--- src/rtl/noc_pkg.sv ---
// Shared field widths, bit positions and packet types for the torus NoC network interface.
package noc_pkg;

  localparam int unsigned LocW     = 4;
  localparam int unsigned TypeW    = 2;
  localparam int unsigned PayloadW = 23;
  localparam int unsigned PktW     = 2 * LocW + TypeW + PayloadW;

  localparam int unsigned DstLsb   = PktW - LocW;
  localparam int unsigned SrcLsb   = DstLsb - LocW;
  localparam int unsigned TypeLsb  = SrcLsb - TypeW;

  typedef enum logic [TypeW-1:0] {
    IFMAP  = 2'd0,
    FILTER = 2'd1,
    PSUM   = 2'd2,
    CTRL   = 2'd3
  } pkt_type_e;

  typedef struct packed {
    logic [LocW-1:0]     dst;
    logic [LocW-1:0]     src;
    pkt_type_e           pkt_type;
    logic [PayloadW-1:0] payload;
  } noc_pkt_t;

endpackage

--- src/rtl/noc_sync_fifo.sv ---
// In-order synchronous FIFO with valid/ready on both sides; extra pointer MSB tells full from empty.
module noc_sync_fifo #(
  parameter int unsigned Width = 33,
  parameter int unsigned Depth = 4
) (
  input  logic             clk,
  input  logic             rst_n,
  input  logic             in_valid,
  output logic             in_ready,
  input  logic [Width-1:0] in_data,
  output logic             out_valid,
  input  logic             out_ready,
  output logic [Width-1:0] out_data
);

  localparam int unsigned AddrW = $clog2(Depth);

  logic [Width-1:0] mem_q [Depth];
  logic [AddrW:0]   wptr_q, rptr_q;
  logic             full, empty, push, pop;

  assign empty     = (wptr_q == rptr_q);
  assign full      = (wptr_q[AddrW] != rptr_q[AddrW]) &&
                     (wptr_q[AddrW-1:0] == rptr_q[AddrW-1:0]);
  // A full FIFO never takes a push, even if it pops in the same cycle.
  assign in_ready  = !full;
  assign out_valid = !empty;
  assign push      = in_valid && in_ready;
  assign pop       = out_valid && out_ready;
  assign out_data  = mem_q[rptr_q[AddrW-1:0]];

  always_ff @(posedge clk or negedge rst_n) begin
    if (!rst_n) begin
      wptr_q <= '0;
      rptr_q <= '0;
      for (int i = 0; i < Depth; i++) begin
        mem_q[i] <= '0;
      end
    end else begin
      if (push) begin
        mem_q[wptr_q[AddrW-1:0]] <= in_data;
        wptr_q <= wptr_q + 1'b1;
      end
      if (pop) begin
        rptr_q <= rptr_q + 1'b1;
      end
    end
  end

endmodule

--- src/rtl/noc_net_if.sv ---
// Network interface between a local PE/memory block and its router port: packs, steers,
// loops back self-addressed sends, filters misrouted arrivals and counts drops.
module noc_net_if
  import noc_pkg::*;
#(
  parameter int unsigned WIDTH_PACKAGE = 33,
  parameter int unsigned PAYLOAD_W     = 23,
  parameter logic [3:0]  LOCAL_LOC     = 4'b00_00,
  parameter int unsigned DEPTH         = 4
) (
  input  logic                     clk,
  input  logic                     rst_n,
  input  logic                     tx_valid,
  output logic                     tx_ready,
  input  logic [3:0]               tx_dst,
  input  logic [1:0]               tx_type,
  input  logic [PAYLOAD_W-1:0]     tx_payload,
  output logic                     net_out_valid,
  input  logic                     net_out_ready,
  output logic [WIDTH_PACKAGE-1:0] net_out_data,
  input  logic                     net_in_valid,
  output logic                     net_in_ready,
  input  logic [WIDTH_PACKAGE-1:0] net_in_data,
  output logic                     rx_valid,
  input  logic                     rx_ready,
  output logic [3:0]               rx_src,
  output logic [1:0]               rx_type,
  output logic [PAYLOAD_W-1:0]     rx_payload,
  output logic [7:0]               drop_count
);

  localparam int unsigned TypeLo = PAYLOAD_W;
  localparam int unsigned SrcLo  = PAYLOAD_W + TypeW;
  localparam int unsigned DstLo  = SrcLo + LocW;

  logic [WIDTH_PACKAGE-1:0] tx_pkt, rx_in_data, rx_out_data;
  logic                     tx_local, in_local, net_push, loop_push;
  logic                     txf_in_valid, txf_in_ready, rxf_in_valid, rxf_in_ready;
  logic [7:0]               drop_count_q;
  logic                     unused_rx_dst;

  assign tx_pkt   = {tx_dst, LOCAL_LOC, tx_type, tx_payload};
  assign tx_local = (tx_dst == LOCAL_LOC);
  assign in_local = (net_in_data[DstLo +: LocW] == LOCAL_LOC);

  // Misrouted arrivals are always swallowed so a full RX FIFO cannot wedge the router.
  assign net_in_ready = !in_local || rxf_in_ready;
  assign net_push     = net_in_valid && in_local && rxf_in_ready;
  assign loop_push    = tx_valid && tx_local && rxf_in_ready && !net_push;

  assign tx_ready     = tx_local ? (rxf_in_ready && !net_push) : txf_in_ready;
  assign txf_in_valid = tx_valid && !tx_local;
  assign rxf_in_valid = net_push || loop_push;
  assign rx_in_data   = net_push ? net_in_data : tx_pkt;

  noc_sync_fifo #(
    .Width (WIDTH_PACKAGE),
    .Depth (DEPTH)
  ) u_tx_fifo (
    .clk       (clk),
    .rst_n     (rst_n),
    .in_valid  (txf_in_valid),
    .in_ready  (txf_in_ready),
    .in_data   (tx_pkt),
    .out_valid (net_out_valid),
    .out_ready (net_out_ready),
    .out_data  (net_out_data)
  );

  noc_sync_fifo #(
    .Width (WIDTH_PACKAGE),
    .Depth (DEPTH)
  ) u_rx_fifo (
    .clk       (clk),
    .rst_n     (rst_n),
    .in_valid  (rxf_in_valid),
    .in_ready  (rxf_in_ready),
    .in_data   (rx_in_data),
    .out_valid (rx_valid),
    .out_ready (rx_ready),
    .out_data  (rx_out_data)
  );

  assign rx_src        = rx_out_data[SrcLo +: LocW];
  assign rx_type       = rx_out_data[TypeLo +: TypeW];
  assign rx_payload    = rx_out_data[PAYLOAD_W-1:0];
  assign unused_rx_dst = ^rx_out_data[DstLo +: LocW];

  always_ff @(posedge clk or negedge rst_n) begin
    if (!rst_n) begin
      drop_count_q <= '0;
    end else if (net_in_valid && !in_local && (drop_count_q != 8'hFF)) begin
      drop_count_q <= drop_count_q + 8'd1;
    end
  end

  assign drop_count = drop_count_q;

endmodule

--- config.mk ---
export PLATFORM = sky130hd
export DESIGN_NAME = noc_net_if
export DESIGN_NICKNAME = d
export VERILOG_FILES = /design/src/rtl/noc_pkg.sv /design/src/rtl/noc_sync_fifo.sv /design/src/rtl/noc_net_if.sv
export SDC_FILE = /design/constraint.sdc
export NUM_CORES = 1
export LEC_CHECK = 0
export CAP_MARGIN = 10
export CORE_UTILIZATION = 28
export CTS_CLUSTER_DIAMETER = 150
export DETAILED_ROUTE_END_ITERATION = 8
export GPL_ROUTABILITY_DRIVEN = 0
export PLACE_DENSITY = 0.44
export SLEW_MARGIN = 20
export SYNTH_ARGS = -nofsm -noshare
export SYNTH_HDL_FRONTEND = slang
export SYNTH_SLANG_ARGS = --single-unit
--- constraint.sdc ---
create_clock -name clk -period 3.35 [get_ports clk]
set_clock_uncertainty 0.15 [all_clocks]
set_input_delay 0.67 -clock clk [delete_from_list [all_inputs] [get_ports clk]]
set_output_delay 0.67 -clock clk [all_outputs]
set_load 0.02 [all_outputs]
==> reports/metrics.cfg <==
[outcome]
status=finished clean

[logic_synthesis]
synth_area_leaders=dfrtp_1, mux2_2, mux4_2
synth_top_area_cell=dfrtp_1
yosysMostFrequentCell=dfrtp_1
ys_types=41
async_reset_ff_share_pct=100
synth-seq-area-share_pct=54.8
syn_area_per_cell_um2=15.9
synth_edf_count=0
yosysTopAreaCellShare_pct=54.8
synth_ff_type=dfrtp_1
netlist_area_um2=11500
syn_inst=724
synth_common_cells=dfrtp_1, mux2_2, mux4_2
yosysWarnings=0
synth-seq-cells=252

[grt]
grt_pass1_vias=7566
grt.total_usage_pct=15.5
antenna_found_initial=1
grt_max_degree=83
grt-ovfl-total=0
grt_pass1_wl_mm=48.7

[detailed_routing]
routedWlPerCell_um=21.7
drc=0
postRouteAntennaNets=0
wl_mm=31.2
drt-initial-drc-count=252
vias_per_cell=4.75
vias=6822
first_pass_iters=4

[place]
hpwl_mm=20.7
dp.cells=1378
dp_slack_ns=-0.0218
portBuffers=137

[cells_and_area]
drive_gt1_share_pct=41.1
n_fill_cell=3786
area_growth_pct=28.7
nets=966
regArea_um2=6310
instances_no_fill=1437
multiInputGateArea_um2=4860

[critical_path]
cp_top_family=buffers and inverters
worstSetupStartpointType=register
worstSetupPathType=reg2out
slowest_stage=dfrtp_4
crit_path_max_incr_delay_ns=0.61
worst_setup_path_end_kind=primary output
arrival_ns=2.43
path_buf_inv=2
crit_chain=buf_4, mux4_2, clkdlybuf4s50_1
cp_max_fo=13
critPathRequiredTime_ns=2.53

[job]
maxCapViolations=0

[floorplanning]
die_h_um=205
core_um2=40100
die-area_um2=41900
die_w_um=205
row_count=73
initial_core_util_pct=28.7
ios=142

[timing]
rsz0062_at_grt=false
holdWs_ns=0.334
slew_headroom_pct=52.1
final.min_clock_period_ns=3.25
tns_ns=0
hold_violations=0
setup_viol=0
setup_slack_ns=0.102
worst_slew_pin_slew_ns=0.719
period_share_pct=97.0
slew_viol_final=0
fmax_mhz=308

[clock_network]
clk_pin_slew_ns=0.06
cts_buffer_depth=3
htreeDepth=1
clk_latency_ns=0.57
clock-sinks=252
cts_tree=done
clockRootBuffer=clkbuf_16
numCtsBuffers=30

[power_and_ir_drop]
p_per_area_nw_per_um2=1040
power_leakage_nw=6.23
irDropWorstVdd_mv=0.507

[hold_path]
hp-class=reg2reg

==> per-stage QoR <==
stage	area, µm²	power [mW]	utilization [%]
after floorplan	11500	9.34	-
final	14800	15.4	36.9
after global routing	14800	16.3	36.9
after global placement	13700	12.2	34.3
after detailed placement	13700	12.3	34.3
after CTS	14800	15.7	36.9
==> sequential cells by signal, indices dropped and copies added, names as in the netlist <==
name / flops
u_rx_fifo.mem_q: 116
drop_count: 8
u_rx_fifo.rptr_q: 3
u_tx_fifo.wptr_q: 3
u_tx_fifo.mem_q: 116
u_rx_fifo.wptr_q: 3
u_tx_fifo.rptr_q: 3
==> placed cells by master, fill, tap and decap left out, types with 5 or more instances in the layout <==
cell             count
clkbuf_8            10
clkdlybuf4s50_1    134
mux2_2             215
xnor2_1             12
mux4_2              58
inv_1               22
buf_12              17
o22ai_1             16
ha_1                11
clkbuf_1            11
nand2_1             15
mux2_1              30
dfrtp_1            248
buf_4               15
xor2_1               5
clkbuf_16           30
nand2_2              5
==> cell families (layout without fill, tap and decap cells) <==
family                   count (synthesis)  count (layout)  synth area share, %
buffers and inverters                   66             250                 3.18
adder cells (fa/ha/maj)                 11              11                 1.20
other                                    1               5               0.0326
XOR/XNOR                                18              18                 1.37
AND/OR/NAND/NOR                         44              44                 2.18
multiplexers                           303             303                 35.4
AO/OA/AOI/OAI                           29              29                 1.84
flip-flops                             252             252                 54.8
==> per-layer routing <==
layer	track usage, %	wire, µm
met5	0	0
met4	3.94	771
met3	2.58	1090
met2	25.0	14900
met1	21.6	14500
==> layout make-up <==
type | instances | share of cell area (%)
well taps | 525 | 4.44
multi-input cells | 409 | 32.8
clock inverters | 5 | 0.584
repair buffers | 172 | 12.6
inverters | 22 | 0.558
clock buffers | 51 | 6.28
flip-flops and latches | 252 | 42.7
diodes | 1 | 0.0169
==> path summary, 6_finish.rpt <==
path                                     start              endpoint  slack, ns  cells past startpoint
max                        u_tx_fifo.rptr_q[1]       net_out_data[1]       0.10                      3
min                        u_rx_fifo.wptr_q[2]   u_rx_fifo.wptr_q[2]       0.33                      1
max reg2reg                u_tx_fifo.rptr_q[1]   u_tx_fifo.mem_q[45]       1.04                      5
min reg2reg                u_rx_fifo.wptr_q[2]   u_rx_fifo.wptr_q[2]       0.33                      1
max in group asynchronous                rst_n   u_tx_fifo.rptr_q[1]       1.65                      3
min in group asynchronous                rst_n  u_tx_fifo.mem_q[117]       0.59                      2
==> repair_timing <==
action                                 4_1_cts  5_1_grt
setup endpoints to repair                   14       13
buffers inserted                             1        0
cloned                                       0        0
resized for setup                            3        3
pin swaps                                    1        0
endpoints found under the hold margin       20        0
hold buffers                                 1        0
==> power by group <==
group	total, mW	switching (mW)	internal, mW
sequential	5.21	0.773	4.44
combinational	6.85	3.13	3.72
clock	3.32	1.30	2.02
Power figures use the tool's default switching activity.
